`config.mk`:
```
export PLATFORM = sky130hd
export DESIGN_NAME = matrix_host_loader
export DESIGN_NICKNAME = d
export VERILOG_FILES = /design/src/rtl/matrix_host_loader.sv
export SDC_FILE = /design/constraint.sdc
export NUM_CORES = 1
export LEC_CHECK = 0
export CORE_UTILIZATION = 40
export CTS_BUF_LIST = sky130_fd_sc_hd__clkbuf_8
export DETAILED_ROUTE_END_ITERATION = 10
export GPL_TIMING_DRIVEN = 0
export HOLD_SLACK_MARGIN = 0.03
export PLACE_DENSITY = 0.67
export SYNTH_ARGS = -nofsm -noshare
export SYNTH_HDL_FRONTEND = slang
export SYNTH_SLANG_ARGS = --single-unit
```
`constraint.sdc`:
```
create_clock -name clk -period 3.6 [get_ports clk]
set_input_delay 0.36 -clock clk [delete_from_list [all_inputs] [get_ports clk]]
set_output_delay 0.36 -clock clk [all_outputs]
set_load 0.01 [all_outputs]
```
`src/rtl/matrix_host_loader.sv`:
```
// Host-side loader/reader for the matrix multiplier.
// Streams input words into shared memory while the multiplier is held in reset,
// releases it, waits for result_ready (with a watchdog), then reads the result
// region back out over a valid/ready stream. All outputs are registered.
module matrix_host_loader #(
  parameter int DATA_WIDTH = 32,
  parameter int ADDR_WIDTH = 12,
  parameter int LOAD_BASE  = 0,
  parameter int TIMEOUT_W  = 24
) (
  input  logic                  clk,
  input  logic                  reset,
  input  logic                  start,
  input  logic [ADDR_WIDTH:0]   load_len,
  input  logic [ADDR_WIDTH-1:0] result_base,
  input  logic [ADDR_WIDTH:0]   result_len,
  input  logic [DATA_WIDTH-1:0] in_data,
  input  logic                  in_valid,
  output logic                  in_ready,
  output logic [DATA_WIDTH-1:0] mem_data_in,
  output logic [ADDR_WIDTH-1:0] mem_address,
  output logic                  mem_write_enable,
  input  logic [DATA_WIDTH-1:0] mem_data_out,
  input  logic                  result_ready,
  output logic                  mult_reset,
  output logic [DATA_WIDTH-1:0] out_data,
  output logic                  out_valid,
  input  logic                  out_ready,
  output logic                  busy,
  output logic                  done,
  output logic                  timeout_err
);

  localparam logic [2:0] S_IDLE    = 3'd0;
  localparam logic [2:0] S_LOAD    = 3'd1;
  localparam logic [2:0] S_RELEASE = 3'd2;
  localparam logic [2:0] S_WAIT    = 3'd3;
  localparam logic [2:0] S_RD_ADDR = 3'd4;
  localparam logic [2:0] S_RD_DATA = 3'd5;
  localparam logic [2:0] S_RD_HOLD = 3'd6;
  localparam logic [2:0] S_FINISH  = 3'd7;

  localparam logic [ADDR_WIDTH-1:0] LOAD_BASE_A = ADDR_WIDTH'(LOAD_BASE);
  // Last watchdog count before expiry: WAIT may last 2^TIMEOUT_W-1 cycles.
  localparam logic [TIMEOUT_W-1:0]  WD_LAST     = {TIMEOUT_W{1'b1}} - {{(TIMEOUT_W-1){1'b0}}, 1'b1};

  logic [2:0]            state_q,    state_d;
  logic [ADDR_WIDTH:0]   load_len_q, load_len_d;
  logic [ADDR_WIDTH-1:0] res_base_q, res_base_d;
  logic [ADDR_WIDTH:0]   res_len_q,  res_len_d;
  logic [ADDR_WIDTH:0]   cnt_q,      cnt_d;      // load index k, then read index j
  logic [ADDR_WIDTH:0]   cnt_inc;
  logic [TIMEOUT_W-1:0]  wd_q,       wd_d;
  logic                  in_ready_q, in_ready_d;
  logic                  we_q,       we_d;
  logic [ADDR_WIDTH-1:0] addr_q,     addr_d;
  logic [DATA_WIDTH-1:0] wdata_q,    wdata_d;
  logic                  mreset_q,   mreset_d;
  logic [DATA_WIDTH-1:0] odata_q,    odata_d;
  logic                  ovalid_q,   ovalid_d;
  logic                  busy_q,     busy_d;
  logic                  done_q,     done_d;
  logic                  tmo_q,      tmo_d;

  // Next-state and next-output computation for the whole job sequence.
  always_comb begin
    state_d    = state_q;
    load_len_d = load_len_q;
    res_base_d = res_base_q;
    res_len_d  = res_len_q;
    cnt_d      = cnt_q;
    wd_d       = wd_q;
    in_ready_d = in_ready_q;
    we_d       = 1'b0;
    addr_d     = addr_q;
    wdata_d    = wdata_q;
    odata_d    = odata_q;
    ovalid_d   = ovalid_q;
    tmo_d      = tmo_q;
    cnt_inc    = cnt_q + {{ADDR_WIDTH{1'b0}}, 1'b1};

    case (state_q)
      S_IDLE: begin
        if (start) begin
          load_len_d = load_len;
          res_base_d = result_base;
          res_len_d  = result_len;
          tmo_d      = 1'b0;
          cnt_d      = {(ADDR_WIDTH+1){1'b0}};
          if (load_len == {(ADDR_WIDTH+1){1'b0}}) begin
            state_d    = S_RELEASE;
            in_ready_d = 1'b0;
          end else begin
            state_d    = S_LOAD;
            in_ready_d = 1'b1;
          end
        end else begin
          state_d = S_IDLE;
        end
      end
      S_LOAD: begin
        // Stay one extra cycle after the last beat so the final write is
        // still issued while the multiplier is held in reset.
        if (in_ready_q) begin
          if (in_valid) begin
            we_d    = 1'b1;
            addr_d  = LOAD_BASE_A + cnt_q[ADDR_WIDTH-1:0];
            wdata_d = in_data;
            cnt_d   = cnt_inc;
            if (cnt_inc == load_len_q) begin
              in_ready_d = 1'b0;
            end else begin
              in_ready_d = 1'b1;
            end
          end else begin
            in_ready_d = 1'b1;
          end
        end else begin
          state_d = S_RELEASE;
        end
      end
      S_RELEASE: begin
        wd_d    = {TIMEOUT_W{1'b0}};
        cnt_d   = {(ADDR_WIDTH+1){1'b0}};
        state_d = S_WAIT;
      end
      S_WAIT: begin
        if (result_ready) begin
          if (res_len_q == {(ADDR_WIDTH+1){1'b0}}) begin
            state_d = S_FINISH;
          end else begin
            state_d = S_RD_ADDR;
            addr_d  = res_base_q + cnt_q[ADDR_WIDTH-1:0];
          end
        end else if (wd_q == WD_LAST) begin
          tmo_d   = 1'b1;
          state_d = S_FINISH;
        end else begin
          wd_d = wd_q + {{(TIMEOUT_W-1){1'b0}}, 1'b1};
        end
      end
      S_RD_ADDR: begin
        state_d = S_RD_DATA;
      end
      S_RD_DATA: begin
        odata_d  = mem_data_out;
        ovalid_d = 1'b1;
        state_d  = S_RD_HOLD;
      end
      S_RD_HOLD: begin
        if (out_ready) begin
          ovalid_d = 1'b0;
          cnt_d    = cnt_inc;
          if (cnt_inc == res_len_q) begin
            state_d = S_FINISH;
          end else begin
            state_d = S_RD_ADDR;
            addr_d  = res_base_q + cnt_inc[ADDR_WIDTH-1:0];
          end
        end else begin
          state_d = S_RD_HOLD;
        end
      end
      S_FINISH: begin
        state_d = S_IDLE;
      end
      default: begin
        state_d = S_IDLE;
      end
    endcase

    busy_d   = (state_d != S_IDLE);
    done_d   = (state_d == S_FINISH);
    mreset_d = (state_d == S_IDLE) || (state_d == S_LOAD) || (state_d == S_FINISH);
  end

  // State and output registers with synchronous reset.
  always_ff @(posedge clk) begin
    if (reset) begin
      state_q    <= S_IDLE;
      load_len_q <= {(ADDR_WIDTH+1){1'b0}};
      res_base_q <= {ADDR_WIDTH{1'b0}};
      res_len_q  <= {(ADDR_WIDTH+1){1'b0}};
      cnt_q      <= {(ADDR_WIDTH+1){1'b0}};
      wd_q       <= {TIMEOUT_W{1'b0}};
      in_ready_q <= 1'b0;
      we_q       <= 1'b0;
      addr_q     <= {ADDR_WIDTH{1'b0}};
      wdata_q    <= {DATA_WIDTH{1'b0}};
      mreset_q   <= 1'b1;
      odata_q    <= {DATA_WIDTH{1'b0}};
      ovalid_q   <= 1'b0;
      busy_q     <= 1'b0;
      done_q     <= 1'b0;
      tmo_q      <= 1'b0;
    end else begin
      state_q    <= state_d;
      load_len_q <= load_len_d;
      res_base_q <= res_base_d;
      res_len_q  <= res_len_d;
      cnt_q      <= cnt_d;
      wd_q       <= wd_d;
      in_ready_q <= in_ready_d;
      we_q       <= we_d;
      addr_q     <= addr_d;
      wdata_q    <= wdata_d;
      mreset_q   <= mreset_d;
      odata_q    <= odata_d;
      ovalid_q   <= ovalid_d;
      busy_q     <= busy_d;
      done_q     <= done_d;
      tmo_q      <= tmo_d;
    end
  end

  assign in_ready         = in_ready_q;
  assign mem_write_enable = we_q;
  assign mem_address      = addr_q;
  assign mem_data_in      = wdata_q;
  assign mult_reset       = mreset_q;
  assign out_data         = odata_q;
  assign out_valid        = ovalid_q;
  assign busy             = busy_q;
  assign done             = done_q;
  assign timeout_err      = tmo_q;

endmodule

```
==> results of run 1 <==
==> power by group through the flow <==
stage / combinational [mW] / sequential (mW) / clock [mW]
2_1_floorplan: 0.434 / 1.97 / 0
3_3_place_gp: 0.785 / 1.97 / 0
3_5_place_dp: 0.792 / 1.97 / 0
4_1_cts: 0.796 / 1.93 / 1.32
5_1_grt: 0.875 / 1.94 / 1.40
6_report: 0.797 / 1.93 / 1.30
==> metal layers <==
metal  part of all wire  global-route usage  vias up
li1                   -                   -     3877
met1               0.43               0.298     3537
met4              0.019              0.0747        0
met3              0.094              0.0874       30
met2               0.46               0.387      281
met5                  0                   0        -
==> cells by family after synthesis <==
logic type	share of synthesized area
flops	0.413
simple gates	0.261
buf+inv	0.0439
xor+xnor	0.0729
compound gates	0.176
mux	0.00801
fa+ha+maj	0.0250
==> sequential cells by signal, indices dropped and copies added, names as in the netlist <==
register / cells
mem_data_in: 32
out_data: 32
wd_q: 24
cnt_q: 13
load_len_q: 13
res_len_q: 13
mem_address: 12
res_base_q: 12
state_q: 3
busy: 1
done: 1
in_ready: 1
mem_write_enable: 1
mult_reset: 1
out_valid: 1
timeout_err: 1
==> final timing paths <==
check | start | end | slack, ns | depth (start not counted)
max | state_q[2] | mem_address[11] | 0.25 | 12
min | reset | wd_q[6] | 0.36 | 3
max reg2reg | state_q[2] | mem_address[11] | 0.25 | 12
min reg2reg | out_data[17] | out_data[17] | 0.46 | 2
==> stage by stage <==
step	power [mW]	hold slack, ns	utilization	cell area [µm²]	TNS [ns]
3_3_place_gp	2.76	0.441	0.531	10000	-0.0381
3_5_place_dp	2.76	0.446	0.531	10000	-0.0619
4_1_cts	4.05	0.352	0.551	10400	0
5_1_grt	4.22	0.375	0.551	10400	0
6_report	4.03	0.360	0.551	10400	0
2_1_floorplan	2.41	0.441	-	7810	0
==> cells in the final DEF (no fill, tap or decap), types with 4 or more instances in the layout <==
cell type	count
sky130_fd_sc_hd__a211oi_1	5
sky130_fd_sc_hd__a21o_1	9
sky130_fd_sc_hd__a21oi_1	152
sky130_fd_sc_hd__a311oi_2	7
sky130_fd_sc_hd__a31oi_1	5
sky130_fd_sc_hd__and3_1	5
sky130_fd_sc_hd__and4_1	5
sky130_fd_sc_hd__buf_2	5
sky130_fd_sc_hd__buf_4	4
sky130_fd_sc_hd__clkbuf_1	54
sky130_fd_sc_hd__clkbuf_8	18
sky130_fd_sc_hd__clkdlybuf4s50_1	189
sky130_fd_sc_hd__dfxtp_1	160
sky130_fd_sc_hd__ha_1	14
sky130_fd_sc_hd__inv_1	14
sky130_fd_sc_hd__inv_6	4
sky130_fd_sc_hd__mux2i_1	4
sky130_fd_sc_hd__nand2_1	251
sky130_fd_sc_hd__nand2b_1	9
sky130_fd_sc_hd__nand3_1	20
sky130_fd_sc_hd__nand4_1	18
sky130_fd_sc_hd__nor2_1	68
sky130_fd_sc_hd__nor2b_1	8
sky130_fd_sc_hd__nor3_1	30
sky130_fd_sc_hd__nor3b_1	5
sky130_fd_sc_hd__nor4_1	8
sky130_fd_sc_hd__o21ai_0	24
sky130_fd_sc_hd__or2_2	5
sky130_fd_sc_hd__or3_1	10
sky130_fd_sc_hd__xnor2_1	40
sky130_fd_sc_hd__xor2_1	25
==> worst max-delay path: stages, from the launching register on <==
cell and delay, ns:
sky130_fd_sc_hd__dfxtp_1 0.33, sky130_fd_sc_hd__nor2b_2 0.19, sky130_fd_sc_hd__nand2_1 0.21, sky130_fd_sc_hd__buf_2 0.30
sky130_fd_sc_hd__mux2_2 0.41, sky130_fd_sc_hd__ha_1 0.30, sky130_fd_sc_hd__a211oi_1 0.28, sky130_fd_sc_hd__o21ai_0 0.21
sky130_fd_sc_hd__a41oi_2 0.27, sky130_fd_sc_hd__a21oi_2 0.13, sky130_fd_sc_hd__or3_1 0.38, sky130_fd_sc_hd__nand4_1 0.11
sky130_fd_sc_hd__a311oi_2 0.09
==> timing repair <==
action	4_1_cts	5_1_grt
resized for setup	2	5
pin swaps	0	0
setup endpoints to repair	1	8
==> final cells by class <==
class                   count  area [µm²]
clock inverters            13         128
repair buffers            189        1890
fillers                  1851        8480
flip-flops and latches    161        3220
inverters                  14        52.6
plain buffers              68         293
multi-input cells         772        4250
clock buffers              18         248
well taps                 260         325
==> tab_implementation.tex, run 1 <==
\begin{tabular}{lr}
\hline
Metric & Value \\
\hline
\multicolumn{2}{l}{\textbf{Run status}} \\
Status & completed \\
\multicolumn{2}{l}{\textbf{Drt}} \\
Pre-antenna DRT Iters & 5 \\
DR vias & roughly 7.7k \\
Routed wire length & approximately 24,000 µm \\
DRC violation count after routing & 0 \\
Wire length per cell & approximately 16 µm \\
Antenna-violating nets left & 0 \\
Via-per-instance ratio & about 5.2 \\
Starting DRC count in detailed routing & 410 \\
\multicolumn{2}{l}{\textbf{Cells and area}} \\
Net count, final & around 1.3k \\
P\&R area growth vs syn & 33.4\% \\
Diode count & 0 \\
Share of post-route cells with drive strength above 1 & 0.0591 \\
Final standard cell count with taps included and fillers excluded & 1,495 \\
\multicolumn{2}{l}{\textbf{Setup path}} \\
Category of the worst setup path capture point & register \\
Kind of start point of the critical path & register \\
Required time reported for the critical path endpoint & about 4 ns \\
Worst-path maximum fanout & 10 \\
Critical Setup Path Class & reg -> reg \\
Data arrival time of the critical path & around 3.7 ns \\
\multicolumn{2}{l}{\textbf{Timing}} \\
Hold violation total from the final report & 0 \\
Measured slew at the worst slew-check pin & just under 0.8 ns \\
Min Clock Period, post-route & 3.35 ns \\
Final period util & 0.932 \\
Final slew viol count & 0 \\
Achievable clock frequency & a little under 300 MHz \\
Unrepaired setup endpoints after global routing & false \\
Final worst clock skew & approximately 0.017 ns \\
Worst slew margin relative to its limit & 0.470 \\
\# setup viols final & 0 \\
Worst Slack Setup Final & between 0.2 and 0.25 ns \\
\multicolumn{2}{l}{\textbf{Synth}} \\
Fraction of registers with async set or reset after synthesis & 0 \\
Number of flops mapped to enable cells by yosys & 0 \\
Top cells by instance count after synthesis & sky130\_fd\_sc\_hd\_\_nand2\_1 (251), sky130\_fd\_sc\_hd\_\_dfxtp\_1 (161), sky130\_fd\_sc\_hd\_\_a21oi\_1 (153), sky130\_fd\_sc\_hd\_\_nor2\_1 (68), sky130\_fd\_sc\_hd\_\_clkbuf\_1 (55) \\
Total nets after synthesis & between 1k and 1.5k \\
Yosys reg bits & between 150 and 200 \\
Synth Flop Type & sky130\_fd\_sc\_hd\_\_dfxtp\_1 \\
Mean instance size in the synthesized netlist & about 7.7 µm² \\
Top-count cell post-synth & sky130\_fd\_sc\_hd\_\_nand2\_1 \\
Sequential cell area fraction in the yosys report & 0.413 \\
Cell area after synthesis & 0.00781 mm² \\
Top post-synthesis cells by area & sky130\_fd\_sc\_hd\_\_dfxtp\_1 (41\%), sky130\_fd\_sc\_hd\_\_nand2\_1 (12\%), sky130\_fd\_sc\_hd\_\_a21oi\_1 (9.8\%) \\
Yosys cell types & just under 60 \\
Yosys Warn Count & 0 \\
Area share of the largest cell type after synthesis & 0.413 \\
Synthesized netlist cell count & roughly 1.0k \\
Most area-hungry cell type in the Yosys netlist & sky130\_fd\_sc\_hd\_\_dfxtp\_1 \\
\multicolumn{2}{l}{\textbf{Floorplanning}} \\
Core region area & 0.0189 mm² \\
Chip Width & $\sim$140 µm \\
Core Rows & 50 \\
Number of primary I/O pins & 191 \\
Chip Height & 142 µm \\
Starting density of the core & 0.413 \\
Die Outline Area & roughly 0.02 mm² \\
\multicolumn{2}{l}{\textbf{Flow run}} \\
Number of maximum-capacitance violations & 0 \\
\multicolumn{2}{l}{\textbf{Clock tree}} \\
Number of buffers added to fix hold violations after cts & 0 \\
Maximum buffer depth of the clock tree & 2 \\
CTS sink cnt & between 150 and 200 \\
Total setup buffers inserted after CTS & 0 \\
Clock buffer count from CTS & 17 \\
Clock slew seen by the registers of the worst setup and hold paths & approximately 0.090 ns \\
Worst-skew pair later-pin latency & $\sim$0.47 ns \\
Clock Tree Root & sky130\_fd\_sc\_hd\_\_clkbuf\_8 \\
TritonCTS clock tree & built \\
H-tree levels & 4 \\
\multicolumn{2}{l}{\textbf{Pwr}} \\
Proportion of total power due to net switching & 0.305 \\
Power per standard cell area & 387 mW/mm² \\
Relative contribution of the clock network to total power & 0.322 \\
Share of total power in combinational logic & 0.198 \\
P\_int & between 2 and 3 mW \\
Power spent charging and discharging nets & between 1 and 1.5 mW \\
Max rail drop VDD & approximately 0.36 mV \\
Reported leakage power & between 3 and 4 nW \\
Part of the total power dissipated in sequential elements & 0.480 \\
\multicolumn{2}{l}{\textbf{Global routing}} \\
GRT Residual Overflow & 0 \\
Global-route wire length before repair & around 37,000 µm \\
Largest net degree at the start of global routing & 17 \\
Tot GR Track Use & 0.240 \\
Initial antenna violation count & 0 \\
Number of global-route vias before repair & roughly 7.2k \\
\multicolumn{2}{l}{\textbf{Placed design}} \\
HPWL after detailed placement & roughly 18,000 µm \\
Number of buffers inserted by port buffering & approximately 190 \\
Place WS & -0.0619 ns \\
Total instance count after detailed placement & roughly 1.5k \\
Routability cong. & about 0.91 \\
\multicolumn{2}{l}{\textbf{Min path}} \\
Class of the tightest hold or removal check & in -> reg \\
\hline
\end{tabular}
Power figures use the tool's default switching activity.
==> inputs of run 2 (changes only) <==
- CTS_CLUSTER_DIAMETER: default -> 150
- SLEW_MARGIN: default -> 40
==> run 2 against run 1 <==
Routed wire length fell by 0.16%; worst hold slack improved by 0.0021 ns; die area did not move; sequential power barely moved; design area did not move; non-clock buffer count did not move; register-to-register slack barely moved; highest routed layer unchanged.
==> tab_implementation.tex, run 2 (synthesized netlist as in run 1, its figures left out) <==
\begin{tabular}{lr}
\hline
Metric & Value \\
\hline
\multicolumn{2}{l}{\textbf{Timing}} \\
Total negative setup slack & 0 ns (unchanged) \\
\# setup viols final & 0 (unchanged) \\
Achievable clock frequency & 299 MHz (was 298 MHz) \\
Measured slew at the worst slew-check pin & 0.765 ns (was 0.787 ns) \\
Final period util & 0.930 (was 0.932) \\
Unrepaired setup endpoints after global routing & false (unchanged) \\
Final slew viol count & 0 (unchanged) \\
Min Clock Period, post-route & 3.35 ns (about the same) \\
Hold violation total from the final report & 0 (unchanged) \\
Final worst clock skew & 0.0177 ns (was 0.0167 ns) \\
Worst slew margin relative to its limit & 0.490 (was 0.470) \\
Worst Slack Setup Final & 0.251 ns (was 0.246 ns) \\
\multicolumn{2}{l}{\textbf{Drt}} \\
Via-per-instance ratio & 5.16 (was 5.17) \\
Starting DRC count in detailed routing & 414 (was 410) \\
DRC violation count after routing & 0 (unchanged) \\
Antenna-violating nets left & 0 (unchanged) \\
Wire length per cell & 15.8 µm (about the same) \\
Pre-antenna DRT Iters & 5 (unchanged) \\
DR vias & 7,721 (was 7,725) \\
Routed wire length & 23,600 µm (about the same) \\
\multicolumn{2}{l}{\textbf{Clock tree}} \\
Maximum buffer depth of the clock tree & 2 (unchanged) \\
Worst-skew pair later-pin latency & 0.47 ns (about the same) \\
Clock Tree Root & sky130\_fd\_sc\_hd\_\_clkbuf\_8 (unchanged) \\
CTS sink cnt & 161 (unchanged) \\
Clock buffer count from CTS & 17 (unchanged) \\
Clock slew seen by the registers of the worst setup and hold paths & 0.09 ns (about the same) \\
TritonCTS clock tree & built (unchanged) \\
H-tree levels & 4 (unchanged) \\
\multicolumn{2}{l}{\textbf{Global routing}} \\
Tot GR Track Use & 0.240 (unchanged) \\
Largest net degree at the start of global routing & 17 (unchanged) \\
Initial antenna violation count & 0 (unchanged) \\
Number of global-route vias before repair & 7,201 (unchanged) \\
GRT Residual Overflow & 0 (unchanged) \\
Global-route wire length before repair & 37,400 µm (unchanged) \\
\multicolumn{2}{l}{\textbf{Placed design}} \\
Routability cong. & 0.909 (unchanged) \\
Total instance count after detailed placement & 1,464 (unchanged) \\
Number of buffers inserted by port buffering & 189 (unchanged) \\
Place WS & -0.0619 ns (unchanged) \\
HPWL after detailed placement & 18,000 µm (unchanged) \\
\multicolumn{2}{l}{\textbf{Pwr}} \\
Reported leakage power & 3.55 nW (about the same) \\
Power per standard cell area & 386 mW/mm² (was 387 mW/mm²) \\
Max rail drop VDD & 0.355 mV (about the same) \\
\multicolumn{2}{l}{\textbf{Setup path}} \\
Data arrival time of the critical path & 3.67 ns (was 3.68 ns) \\
Critical Setup Path Class & reg -> reg (unchanged) \\
Worst-path maximum fanout & 10 (unchanged) \\
Kind of start point of the critical path & register (unchanged) \\
Required time reported for the critical path endpoint & 3.92 ns (about the same) \\
Category of the worst setup path capture point & register (unchanged) \\
\multicolumn{2}{l}{\textbf{Floorplanning}} \\
Number of primary I/O pins & 191 (unchanged) \\
Die Outline Area & 0.0201 mm² (unchanged) \\
Core Rows & 50 (unchanged) \\
Chip Width & 142 µm (unchanged) \\
Core region area & 0.0189 mm² (unchanged) \\
Chip Height & 142 µm (unchanged) \\
Starting density of the core & 0.413 (unchanged) \\
\multicolumn{2}{l}{\textbf{Cells and area}} \\
Diode count & 0 (unchanged) \\
Highest-count cells in the layout ignoring fill and taps & sky130\_fd\_sc\_hd\_\_nand2\_1 (251), sky130\_fd\_sc\_hd\_\_clkdlybuf4s50\_1 (189), sky130\_fd\_sc\_hd\_\_dfxtp\_1 (160) (unchanged) \\
Share of post-route cells with drive strength above 1 & 0.0591 (unchanged) \\
Net count, final & 1,346 (unchanged) \\
P\&R area growth vs syn & 33.4\% (unchanged) \\
Final standard cell count with taps included and fillers excluded & 1,495 (unchanged) \\
Leading cell type in the layout, fill and taps excluded & sky130\_fd\_sc\_hd\_\_nand2\_1 (unchanged) \\
\multicolumn{2}{l}{\textbf{Min path}} \\
Class of the tightest hold or removal check & in -> reg (unchanged) \\
\multicolumn{2}{l}{\textbf{Run status}} \\
Status & completed (unchanged) \\
\multicolumn{2}{l}{\textbf{Flow run}} \\
Number of maximum-capacitance violations & 0 (unchanged) \\
\hline
\end{tabular}
-- run 2: per-layer routing --
metal  track usage  up-vias  wire length, µm
li1              -     3873                -
met1         0.298     3522            10100
met2         0.387      292            10800
met3        0.0874       34             2250
met4        0.0747        0              486
met5             0        -                0
-- run 2: worst max-delay path, stage by stage, from the launching register on --
cell and delay, ns:
sky130_fd_sc_hd__dfxtp_1 0.33, sky130_fd_sc_hd__nor2b_2 0.19, sky130_fd_sc_hd__nand2_1 0.21, sky130_fd_sc_hd__buf_2 0.30, sky130_fd_sc_hd__mux2_2 0.41, sky130_fd_sc_hd__ha_1 0.30
sky130_fd_sc_hd__a211oi_1 0.28, sky130_fd_sc_hd__o21ai_0 0.21, sky130_fd_sc_hd__a41oi_2 0.27, sky130_fd_sc_hd__a21oi_2 0.13, sky130_fd_sc_hd__or3_1 0.38, sky130_fd_sc_hd__nand4_1 0.11
sky130_fd_sc_hd__a311oi_2 0.09
-- run 2: worst paths after layout --
check | start | end | slack [ns] | depth (start not counted)
setup / recovery | state_q[2] | mem_address[11] | 0.25 | 12
hold / removal | reset | wd_q[6] | 0.36 | 3
setup reg to reg | state_q[2] | mem_address[11] | 0.25 | 12
hold reg to reg | out_data[17] | out_data[17] | 0.46 | 2
-- run 2: cell type report --
cell class,instances,area (µm²)
sequential,161,3220
buffer,68,293
clock buffer,18,248
fill,1851,8480
multi-input combinational,772,4250
timing repair buffer,189,1890
clock inverter,13,128
tap,260,325
inverter,14,52.6
-- run 2: timing repair --
item	in CTS	in global routing
hold buffers	0	0
setup endpoints to repair	1	8
gates cloned	0	0
buffers inserted	0	0
gates resized for setup	2	5
-- run 2: where the power goes --
| group | total, mW | switching (mW) | internal [mW] |
|---|---|---|---|
| combinational | 0.798 | 0.440 | 0.358 |
| clock | 1.29 | 0.720 | 0.574 |
| sequential | 1.93 | 0.0656 | 1.87 |
| total | 4.02 | 1.23 | 2.80 |
-- run 2: per-stage QoR --
stage | util | hold WS (ns) | power [mW] | area, µm²
final | 0.551 | 0.362 | 4.02 | 10400
after global routing | 0.551 | 0.375 | 4.22 | 10400
after CTS | 0.551 | 0.352 | 4.05 | 10400
after detailed placement | 0.531 | 0.446 | 2.76 | 10000
after global placement | 0.531 | 0.441 | 2.76 | 10000
after floorplan | - | 0.441 | 2.41 | 7810
==> inputs of run 3 (changes only) <==
- CORE_ASPECT_RATIO: default -> 1.1
==> run 3 against run 2 <==
Combinational power shrank 1%; sequential share of layout area shrank 0.085 points; non-clock buffer count is the same; via count shrank 0.23%; clock power grew 11%; critical path depth shrank 2; largest cell class unchanged; design area grew 0.28%; critical path type unchanged; sequential power is essentially flat; highest routed layer unchanged.
==> tab_implementation.tex, run 3 (synthesized netlist as in run 1, its figures left out) <==
\begin{tabular}{lr}
\hline
Metric & Value \\
\hline
\multicolumn{2}{l}{\textbf{Run status}} \\
Status & completed (unchanged) \\
\multicolumn{2}{l}{\textbf{Cells and area}} \\
Leading cell type in the layout, fill and taps excluded & sky130\_fd\_sc\_hd\_\_nand2\_1 (unchanged) \\
Diode count & 0 (unchanged) \\
Share of post-route cells with drive strength above 1 & 0.0599 (was 0.0591) \\
Sequential cell area & 0.00322 mm² (unchanged) \\
Filler Cells Inserted & 1,858 (was 1,851) \\
Highest-count cells in the layout ignoring fill and taps & sky130\_fd\_sc\_hd\_\_nand2\_1 (250), sky130\_fd\_sc\_hd\_\_clkdlybuf4s50\_1 (189), sky130\_fd\_sc\_hd\_\_dfxtp\_1 (160) (was sky130\_fd\_sc\_hd\_\_nand2\_1 (251), sky130\_fd\_sc\_hd\_\_clkdlybuf4s50\_1 (189), sky130\_fd\_sc\_hd\_\_dfxtp\_1 (160)) \\
P\&R area growth vs syn & 33.8\% (was 33.4\%) \\
Utilization after layout & 0.547 (was 0.551) \\
Multi-input gate area & 0.00426 mm² (was 0.00425 mm²) \\
Net count, final & 1,346 (unchanged) \\
\multicolumn{2}{l}{\textbf{Setup path}} \\
Critical path buffer and inverter count & 2 (was 1) \\
Worst-path maximum fanout & 10 (unchanged) \\
Path length in cells of the critical path & 10 (was 12) \\
Reg2Reg Capture Point & mem\_address[10] (was mem\_address[11]) \\
Launch point of the worst path & cnt\_q[1] (was state\_q[2]) \\
Register-to-register path setup slack & 0.12 ns (was 0.25 ns) \\
Crit path largest cell delay & 0.54 ns (was 0.41 ns) \\
Cell at the slowest stage of the critical path & sky130\_fd\_sc\_hd\_\_nor3\_1 (was sky130\_fd\_sc\_hd\_\_mux2\_2) \\
Data arrival time of the critical path & 3.80 ns (was 3.67 ns) \\
Category of the worst setup path capture point & register (unchanged) \\
Critical Setup Path Class & reg -> reg (unchanged) \\
Capturing element of the worst setup path & mem\_address[10] (was mem\_address[11]) \\
R2R Path Start & cnt\_q[1] (was state\_q[2]) \\
Kind of start point of the critical path & register (unchanged) \\
Required time reported for the critical path endpoint & 3.92 ns (about the same) \\
Number of cells on the worst reg-to-reg path & 10 (was 12) \\
Ordered cell list for the critical path & ha\_1 > buf\_2 > nand2\_1 > nor3\_1 > mux2\_2 > a211oi\_1 > nand4\_1 > clkbuf\_1 > a21oi\_1 > a211oi\_2 (was nor2b\_2 > nand2\_1 > buf\_2 > mux2\_2 > ha\_1 > a211oi\_1 > o21ai\_0 > a41oi\_2 > a21oi\_2 > or3\_1 > nand4\_1 > a311oi\_2) \\
Worst path top cell family by delay & simple AND/OR/NAND/NOR gates (was compound AO/OA/AOI/OAI gates) \\
\multicolumn{2}{l}{\textbf{Global routing}} \\
Number of global-route vias before repair & 7,256 (was 7,201) \\
Tot GR Track Use & 0.241 (was 0.240) \\
Initial antenna violation count & 0 (unchanged) \\
Highest-utilization routing layer at the global route stage & met2 (unchanged) \\
GRT Residual Overflow & 0 (unchanged) \\
Met3 routing resource usage after global routing & 0.0716 (was 0.0874) \\
Grt met1 use & 0.297 (was 0.298) \\
Global-route wire length before repair & 37,500 µm (was 37,400 µm) \\
Largest net degree at the start of global routing & 17 (unchanged) \\
M2 GR Usage & 0.403 (was 0.387) \\
\multicolumn{2}{l}{\textbf{Pwr}} \\
Max rail drop VDD & 0.262 mV (was 0.355 mV) \\
Reported leakage power & 3.57 nW (was 3.55 nW) \\
Power per standard cell area & 397 mW/mm² (was 386 mW/mm²) \\
\multicolumn{2}{l}{\textbf{Timing}} \\
Final slew viol count & 0 (unchanged) \\
Hold violation total from the final report & 0 (unchanged) \\
Worst slew margin relative to its limit & 0.484 (was 0.490) \\
\# setup viols final & 0 (unchanged) \\
Achievable clock frequency & 287 MHz (was 299 MHz) \\
Final period util & 0.968 (was 0.930) \\
Min Clock Period, post-route & 3.48 ns (was 3.35 ns) \\
Measured slew at the worst slew-check pin & 0.765 ns (about the same) \\
Total negative setup slack & 0 ns (unchanged) \\
Final worst clock skew & 0.0123 ns (was 0.0177 ns) \\
Worst Hold Margin & 0.394 ns (was 0.362 ns) \\
\multicolumn{2}{l}{\textbf{Floorplanning}} \\
Chip Width & 135 µm (was 142 µm) \\
Die Outline Area & 0.0201 mm² (about the same) \\
Chip Height & 149 µm (was 142 µm) \\
Starting density of the core & 0.409 (was 0.413) \\
Number of primary I/O pins & 191 (unchanged) \\
Core Rows & 53 (was 50) \\
Core region area & 0.0191 mm² (was 0.0189 mm²) \\
\multicolumn{2}{l}{\textbf{Drt}} \\
DR vias & 7,703 (was 7,721) \\
Via-per-instance ratio & 5.19 (was 5.16) \\
Routed wire length & 23,500 µm (was 23,600 µm) \\
Starting DRC count in detailed routing & 418 (was 414) \\
Pre-antenna DRT Iters & 5 (unchanged) \\
Antenna-violating nets left & 0 (unchanged) \\
DRC violation count after routing & 0 (unchanged) \\
Wire length per cell & 15.9 µm (was 15.8 µm) \\
\multicolumn{2}{l}{\textbf{Placed design}} \\
HPWL after detailed placement & 18,200 µm (was 18,000 µm) \\
Number of buffers inserted by port buffering & 189 (unchanged) \\
Routability cong. & 0.963 (was 0.909) \\
\multicolumn{2}{l}{\textbf{Clock tree}} \\
Clock Tree Root & sky130\_fd\_sc\_hd\_\_clkbuf\_8 (unchanged) \\
TritonCTS clock tree & built (unchanged) \\
Maximum buffer depth of the clock tree & 2 (unchanged) \\
Number of gates given a new drive strength after cts & 2 (unchanged) \\
Total setup buffers inserted after CTS & 0 (unchanged) \\
Worst-skew pair later-pin latency & 0.46 ns (was 0.47 ns) \\
CTS sink cnt & 161 (unchanged) \\
Clock slew seen by the registers of the worst setup and hold paths & 0.09 ns (about the same) \\
H-tree levels & 4 (unchanged) \\
Clock buffer count from CTS & 17 (unchanged) \\
Number of buffers added to fix hold violations after cts & 0 (unchanged) \\
\multicolumn{2}{l}{\textbf{Flow run}} \\
Number of maximum-capacitance violations & 0 (unchanged) \\
\multicolumn{2}{l}{\textbf{Min path}} \\
Class of the tightest hold or removal check & in -> reg (unchanged) \\
\hline
\end{tabular}
==> run 3: cell count changes in the layout (fill, tap and decap cells not counted) <==
cell                         change
sky130_fd_sc_hd__bufinv_16       +2
sky130_fd_sc_hd__o21ai_0         +1
sky130_fd_sc_hd__nand2_1         -1
sky130_fd_sc_hd__inv_8           +1
sky130_fd_sc_hd__o21ai_1         -1
sky130_fd_sc_hd__nand2_2         +1
sky130_fd_sc_hd__clkinvlp_4      +1
sky130_fd_sc_hd__inv_1           +1
sky130_fd_sc_hd__clkbuf_8        -1
sky130_fd_sc_hd__inv_6           -1
sky130_fd_sc_hd__clkinv_4        -2
==> run 3: tightest hold or removal path: cells and delay by family <==
kind | cells | cell delay [ns]
AOI/OAI and AO/OA | 2 | 0.26
buffers and inverters | 1 | 0.19
==> run 3: layout make-up <==
| cell class | instances | share of cell area |
|---|---|---|
| Tap cell | 247 | 0.0296 |
| Timing Repair Buffer | 189 | 0.181 |
| Clock buffer | 17 | 0.0224 |
| Sequential cell | 161 | 0.309 |
| Buffer | 68 | 0.0280 |
| Multi-Input combinational cell | 772 | 0.408 |
| Clock inverter | 15 | 0.0176 |
| Inverter | 14 | 0.00503 |
==> run 3: worst min path at each step <==
stage / from / to / slack, ns / cells after the start
finish: reset / wd_q[7] / 0.39 / 3
global route: reset / wd_q[6] / 0.39 / 3
CTS: reset / wd_q[7] / 0.34 / 3
detailed placement: out_data[5] / out_data[5] / 0.45 / 2
global placement: out_data[19] / out_data[19] / 0.44 / 2
floorplan: res_base_q[0] / res_base_q[0] / 0.44 / 2
==> run 3: stage by stage <==
stage                     area [µm²]  total power, mW  std cells  worst slack, ns
after detailed placement       10000             2.76       1451           -0.151
after global placement         10000             2.75       1451           -0.123
final                          10400             4.15       1483            0.117
after CTS                      10400             4.18       1483          0.00607
after floorplan                 7810             2.41       1015            0.565
after global routing           10400             4.35       1483          -0.0659
==> run 3: metal layers <==
metal  vias to the layer above  routed length (µm)
met5                         -                   0
met4                         0                 401
met3                        33                1820
met2                       259               11400
met1                      3539                9910
li1                       3872                   -
==> run 3: power breakdown <==
group          internal, mW  switching (mW)
logic                 0.358           0.432
clock network         0.697           0.733
registers              1.87          0.0651
